[src/rtl/snitch_icache_pkg.sv]
// Shared types and helpers for the icache request arbiter.
// Holds the port-slice arithmetic and the derived cache ID width.
package snitch_icache_pkg;

    typedef enum logic {
        ArbFree,
        ArbLocked
    } arb_state_e;

    function automatic int unsigned id_width(
        input int unsigned ports,
        input int unsigned port_w
    );
        return ports * port_w;
    endfunction

    function automatic int unsigned slice_lo(
        input int unsigned port,
        input int unsigned w
    );
        return port * w;
    endfunction

endpackage

[src/rtl/snitch_icache_req_arbiter_rr.sv]
// Round-robin arbiter whose grant is held from a stalled request
// until it handshakes, so the winner's addr/id stay stable.
module snitch_icache_req_arbiter_rr
    import snitch_icache_pkg::*;
#(
    parameter int unsigned NumPorts = 2,
    parameter int unsigned IdxW     = $clog2(NumPorts)
) (
    input  logic                clk_i,
    input  logic                rst_ni,
    input  logic [NumPorts-1:0] req_i,
    input  logic                ready_i,
    output logic [IdxW-1:0]     idx_o,
    output logic                valid_o
);

    arb_state_e      state_q, state_d;
    logic [IdxW-1:0] ptr_q, ptr_d;
    logic [IdxW-1:0] lock_idx_q, lock_idx_d;
    logic [IdxW-1:0] pick;
    logic            found;

    // Scan a doubled index range so the search wraps from ptr_q.
    always_comb begin
        pick  = '0;
        found = 1'b0;
        for (int unsigned i = 0; i < 2 * NumPorts; i++) begin
            if (!found && req_i[i % NumPorts] &&
                i >= 32'(ptr_q) && i < 32'(ptr_q) + NumPorts) begin
                found = 1'b1;
                pick  = IdxW'(i % NumPorts);
            end
        end
    end

    always_comb begin
        state_d    = state_q;
        ptr_d      = ptr_q;
        lock_idx_d = lock_idx_q;
        valid_o    = |req_i;
        idx_o      = pick;
        unique case (state_q)
            ArbFree: begin
                if (valid_o && !ready_i) begin
                    state_d    = ArbLocked;
                    lock_idx_d = pick;
                end
            end
            ArbLocked: begin
                idx_o = lock_idx_q;
            end
            default: state_d = ArbFree;
        endcase
        if (valid_o && ready_i) begin
            state_d = ArbFree;
            if (32'(idx_o) == NumPorts - 1) begin
                ptr_d = '0;
            end else begin
                ptr_d = idx_o + IdxW'(1);
            end
        end
    end

    always_ff @(posedge clk_i or negedge rst_ni) begin
        if (!rst_ni) begin
            state_q    <= ArbFree;
            ptr_q      <= '0;
            lock_idx_q <= '0;
        end else begin
            state_q    <= state_d;
            ptr_q      <= ptr_d;
            lock_idx_q <= lock_idx_d;
        end
    end

    a_hold_while_locked : assert property (
        @(posedge clk_i) disable iff (!rst_ni)
        (state_q == ArbLocked) |-> req_i[lock_idx_q]
    );

endmodule

[src/rtl/snitch_icache_req_arbiter.sv]
// Shares one icache lookup port among NumPorts fetch front-ends and
// forks each cache response to every port named in its ID vector.
module snitch_icache_req_arbiter
    import snitch_icache_pkg::*;
#(
    parameter int unsigned NumPorts    = 2,
    parameter int unsigned PortIdWidth = 4,
    parameter int unsigned FetchAw     = 32,
    parameter int unsigned LineWidth   = 128,
    parameter int unsigned IdWidth     = id_width(NumPorts, PortIdWidth)
) (
    input  logic                            clk_i,
    input  logic                            rst_ni,
    input  logic [NumPorts*FetchAw-1:0]     in_addr_i,
    input  logic [NumPorts*PortIdWidth-1:0] in_id_i,
    input  logic [NumPorts-1:0]             in_valid_i,
    output logic [NumPorts-1:0]             in_ready_o,
    output logic [LineWidth-1:0]            in_rsp_data_o,
    output logic                            in_rsp_error_o,
    output logic [NumPorts*PortIdWidth-1:0] in_rsp_id_o,
    output logic [NumPorts-1:0]             in_rsp_valid_o,
    input  logic [NumPorts-1:0]             in_rsp_ready_i,
    output logic [FetchAw-1:0]              out_addr_o,
    output logic [IdWidth-1:0]              out_id_o,
    output logic                            out_valid_o,
    input  logic                            out_ready_i,
    input  logic [LineWidth-1:0]            out_rsp_data_i,
    input  logic                            out_rsp_error_i,
    input  logic [IdWidth-1:0]              out_rsp_id_i,
    input  logic                            out_rsp_valid_i,
    output logic                            out_rsp_ready_o
);

    localparam int unsigned IdxW = $clog2(NumPorts);

    logic [IdxW-1:0]     win;
    logic                win_valid;
    logic [NumPorts-1:0] need, done;
    logic [NumPorts-1:0] sent_q, sent_d;

    snitch_icache_req_arbiter_rr #(
        .NumPorts (NumPorts),
        .IdxW     (IdxW)
    ) i_rr (
        .clk_i   (clk_i),
        .rst_ni  (rst_ni),
        .req_i   (in_valid_i),
        .ready_i (out_ready_i),
        .idx_o   (win),
        .valid_o (win_valid)
    );

    always_comb begin
        out_valid_o = win_valid;
        out_addr_o  = '0;
        out_id_o    = '0;
        in_ready_o  = '0;
        for (int unsigned p = 0; p < NumPorts; p++) begin
            if (win == IdxW'(p)) begin
                out_addr_o = in_addr_i[slice_lo(p, FetchAw) +: FetchAw];
                out_id_o[slice_lo(p, PortIdWidth) +: PortIdWidth] =
                    in_id_i[slice_lo(p, PortIdWidth) +: PortIdWidth];
                in_ready_o[p] = win_valid & out_ready_i;
            end
        end
    end

    // Ports that do not need the response never hold up the fork.
    always_comb begin
        need = '0;
        for (int unsigned p = 0; p < NumPorts; p++) begin
            need[p] = |out_rsp_id_i[slice_lo(p, PortIdWidth) +: PortIdWidth];
        end
        in_rsp_id_o     = out_rsp_id_i;
        in_rsp_data_o   = out_rsp_data_i;
        in_rsp_error_o  = out_rsp_error_i;
        in_rsp_valid_o  = {NumPorts{out_rsp_valid_i}} & need & ~sent_q;
        done            = ~need | sent_q | in_rsp_ready_i;
        out_rsp_ready_o = out_rsp_valid_i & (&done);
        if (out_rsp_ready_o) begin
            sent_d = '0;
        end else begin
            sent_d = sent_q | (in_rsp_valid_o & in_rsp_ready_i);
        end
    end

    always_ff @(posedge clk_i or negedge rst_ni) begin
        if (!rst_ni) begin
            sent_q <= '0;
        end else begin
            sent_q <= sent_d;
        end
    end

    c_empty_rsp_id : cover property (
        @(posedge clk_i) disable iff (!rst_ni)
        out_rsp_valid_i && !(|out_rsp_id_i)
    );

endmodule

[config.mk]
export PLATFORM = sky130hd
export DESIGN_NAME = snitch_icache_req_arbiter
export DESIGN_NICKNAME = d
export VERILOG_FILES = /design/src/rtl/snitch_icache_pkg.sv /design/src/rtl/snitch_icache_req_arbiter_rr.sv /design/src/rtl/snitch_icache_req_arbiter.sv
export SDC_FILE = /design/constraint.sdc
export NUM_CORES = 1
export LEC_CHECK = 0
export BUFFER_PORTS_ARGS = -buffer_cell sky130_fd_sc_hd__buf_2
export CAP_MARGIN = 5
export CORE_AREA = 8 8 148 150
export DETAILED_ROUTE_END_ITERATION = 12
export DIE_AREA = 0 0 156 158
export GPL_TIMING_DRIVEN = 0
export PLACE_DENSITY_LB_ADDON = 0.2
export SYNTH_ARGS = -nofsm -noshare
export SYNTH_HDL_FRONTEND = slang
export SYNTH_HIERARCHICAL = 1
export SYNTH_SLANG_ARGS = --single-unit
[constraint.sdc]
create_clock -name clk_i -period 2.8 [get_ports clk_i]
set_input_delay 0.84 -clock clk_i [delete_from_list [all_inputs] [get_ports clk_i]]
set_output_delay 0.84 -clock clk_i [all_outputs]
set_load 0.05 [all_outputs]
==> impl_metrics.py <==
metrics = {
    "die": {
        "placement_rows": 52,
        "floorplan.core_area_um2": 19700,
        "floorplan.die_area_um2": 24600,
        "initial_utilization_pct": 9.06,
        "floorplan.io_pins": 400,
        "fp.dieW_um": 156,
        "die_y_um": 158,
    },
    "timing": {
        "rsz0062_at_grt": "yes",
        "timing.setup.tns_ns": -0.723,
        "final.setup.worst_slack_ns": -0.0603,
        "fin_crit_sh_pct": 102,
        "worstMarginPinSlew_ns": 0.344,
        "slew_viol_final": 0,
        "report.final.setup_viol": 25,
        "relSlewSlack_pct": 76.8,
        "fin_skew_ns": 0.00000894,
        "achievable-frequency_ghz": 0.350,
        "final_period_minus_worst_setup_slack_ns": 2.86,
        "timing_hold_violations_final": 0,
    },
    "layout": {
        "area_growth_syn_to_layout_pct": 138,
        "layout.cells.most_common_list": "buf_2, buf_4, buf_8, mux2_4, buf_6",
        "commonest_non_fill_non_tap_cell_in_the_layout": "buf_2",
        "drive_above_1_share_pct": 92.4,
        "finalNetCount": 731,
    },
    "detailed_routing": {
        "avgRoutedWirePerCell_um": 12.9,
        "detail_route.wirelength_um": 10100,
        "antenna_violating_nets_post_route": 0,
        "via_per_inst": 3.07,
        "drtPass1Iterations": 3,
        "drt-initial-drc-count": 44,
        "route.vias.total": 2404,
        "drc": 0,
    },
    "outcome": {
        "failing_checks": "setup timing",
        "run_status": "finished with violations",
    },
    "setup_path": {
        "critical_path.endpoint_type": "output pin",
        "critical_path_required_ns": 1.96,
        "crit_path_cell_trace": "buf_8, nand2b_4, nand3b_1, nand2_4, buf_12, buf_8, mux2_4, buf_8",
        "worstSetupPathType": "in -> out",
        "critical_path.max_stage_delay_ns": 0.31,
        "worst_reg2reg_startpoint": "i_rr/ptr_q$_DFFE_PN0P_",
        "timing.rr.end": "i_rr/lock_idx_q$_DFFE_PN0P_",
        "worst-path-max-fanout": 5,
        "worst_setup_path_start_kind": "input pin",
        "critPathSlowestCell": "mux2_4",
        "critPathArrivalTime_ns": 2.02,
        "timing.reg2reg.setup_slack_ns": 0.40,
        "r2r.worst_path.cells": 15,
        "crit_path_frequent_cell": "buf_8",
    },
    "synthesis": {
        "synth-warning-count": 6,
        "synth_sequential_area_ratio_pct": 7.00,
        "postSynthCellCount": 221,
        "netlist-cell-type-count": 26,
        "synthesized_area_per_cell_um2": 8.08,
        "synthesis.area_um2": 1790,
        "synth_seq_cells": 5,
        "syn-num-nets": 438,
    },
    "cts": {
        "numCtsBuffers": 3,
        "clk_pin_slew_worst_paths_ns": 0.03,
        "htreeDepth": 1,
        "tritoncts": "done",
        "worstSkewPairLatency_ns": 0.22,
        "clock_path_buffers": 2,
        "clock-root-buffer": "clkbuf_16",
        "hold_buffers": 0,
        "clkSinkCount": 5,
    },
    "pwr": {
        "power.internal_w": 0.000965,
        "netSwitchingPower_w": 0.00104,
        "pwr-share-seq_pct": 4.8,
        "power.density_cell_area_nw_per_um2": 472,
        "leakagePower_nw": 2.41,
        "ir_drop_uv": 260,
        "clock_power_share_pct": 11.5,
        "switching_share_pct": 51.9,
        "power_total_w": 0.00201,
        "power_frac_comb_pct": 83.7,
    },
    "placed_design": {
        "dp.final_hpwl_um": 9020,
        "worst_setup_slack_before_clock_tree_synthesis_ns": -0.605,
        "port_buffers": 270,
        "routabilityCongestion": 0.751,
    },
    "grt": {
        "antenna_found_initial": 1,
        "grt_pass1_wl_um": 13300,
        "grt_use_total_pct": 6.71,
        "grt-ovfl-total": 0,
        "grt_start_max_net_pins": 11,
        "first_global_vias": 2570,
    },
    "min_path": {
        "min-delay-path-class": "in -> async",
    },
    "job": {
        "drv_cap": 0,
    },
}
[Yosys cell counts, drive strengths merged]
master / instances / share of area (%)
a31oi: 1 / 0.35
nor4: 1 / 0.35
nor3b: 1 / 0.42
nor2b: 4 / 1.4
o22ai: 1 / 0.35
a21oi: 3 / 0.84
mux2: 32 / 20
dfrtp: 5 / 7.0
inv: 1 / 0.21
clkbuf: 2 / 0.42
or3: 1 / 0.35
nand2: 7 / 1.6
a32o: 1 / 0.63
or2: 1 / 0.49
o21ai: 1 / 0.28
buf: 140 / 59
nand4b: 1 / 0.49
nor2: 6 / 1.3
nand3b: 1 / 0.42
a2bb2oi: 1 / 0.49
and3: 2 / 0.70
or4: 1 / 0.63
and2: 4 / 1.4
nand2b: 1 / 0.35
nand3: 2 / 0.56
[metal layers]
layer | up-vias | GRT usage, % | part of all wire [%]
li1 | 1165 | - | -
met1 | 1024 | 5.82 | 29
met2 | 209 | 13.3 | 55
met3 | 6 | 3.41 | 15
met4 | 0 | 1.52 | 1.2
met5 | - | 0 | 0
[per-stage QoR]
stage | area [um^2] | hold WS [ns] | utilization [%] | cells
CTS | 4180 | 0.436 | 21.2 | 787
finish | 4250 | 0.429 | 21.6 | 784
detailed placement | 3480 | 0.546 | 17.7 | 761
floorplan | 1790 | 0.501 | - | 221
global route | 4250 | 0.437 | 21.6 | 784
global placement | 3480 | 0.552 | 17.7 | 761
[cells by family after synthesis]
family	after synthesis	share of synthesized area [%]
muxes	32	20.2
and+or+nand+nor	33	10.4
buffers and inverters	143	59.5
DFF	5	7.00
AOI/OAI and AO/OA	8	2.94
[timing repair]
action                                  CTS  global route
endpoints found under the setup margin   43            44
pin swaps                                 2             4
setup buffers                            21             1
gates resized for setup                 117            38
cloned                                    2             0
[final cells by class]
| cell class | instances | area [um^2] |
|---|---|---|
| Multi-Input combinational cell | 73 | 717 |
| Tap cell | 270 | 338 |
| Inverter | 1 | 3.75 |
| Antenna cell | 1 | 2.50 |
| Sequential cell | 5 | 125 |
| Buffer | 139 | 1050 |
| Fill cell | 2200 | 15500 |
| Timing Repair Buffer | 291 | 1930 |
| Clock buffer | 4 | 78.8 |
[power groups by stage]
stage / Sequential, W / Combinational, W / Clock [W]
3_3_place_gp: 0.0000979 / 0.00134 / 0
6_report: 0.0000964 / 0.00168 / 0.000231
5_1_grt: 0.0000983 / 0.00175 / 0.000248
4_1_cts: 0.0000966 / 0.00166 / 0.000238
3_5_place_dp: 0.0000968 / 0.00134 / 0
2_1_floorplan: 0.0000938 / 0.00106 / 0
[worst max-delay path by stage]
stage,startpoint,endpoint,slack (ns),cells after the start
finish,in_valid_i[0],out_addr_o[15],-0.06,8
global route,in_valid_i[0],out_addr_o[18],-0.12,8
CTS,in_valid_i[1],out_addr_o[27],-0.08,8
detailed placement,in_valid_i[0],in_ready_o[1],-0.61,8
global placement,in_valid_i[0],in_ready_o[1],-0.60,8
floorplan,in_valid_i[0],out_id_o[0],-0.09,6
[critical path: cells and delay by family]
kind,cells,cell delay [ns]
buf+inv,4,0.52
mux,1,0.31
simple gates,3,0.34
Power figures use the tool's default switching activity.
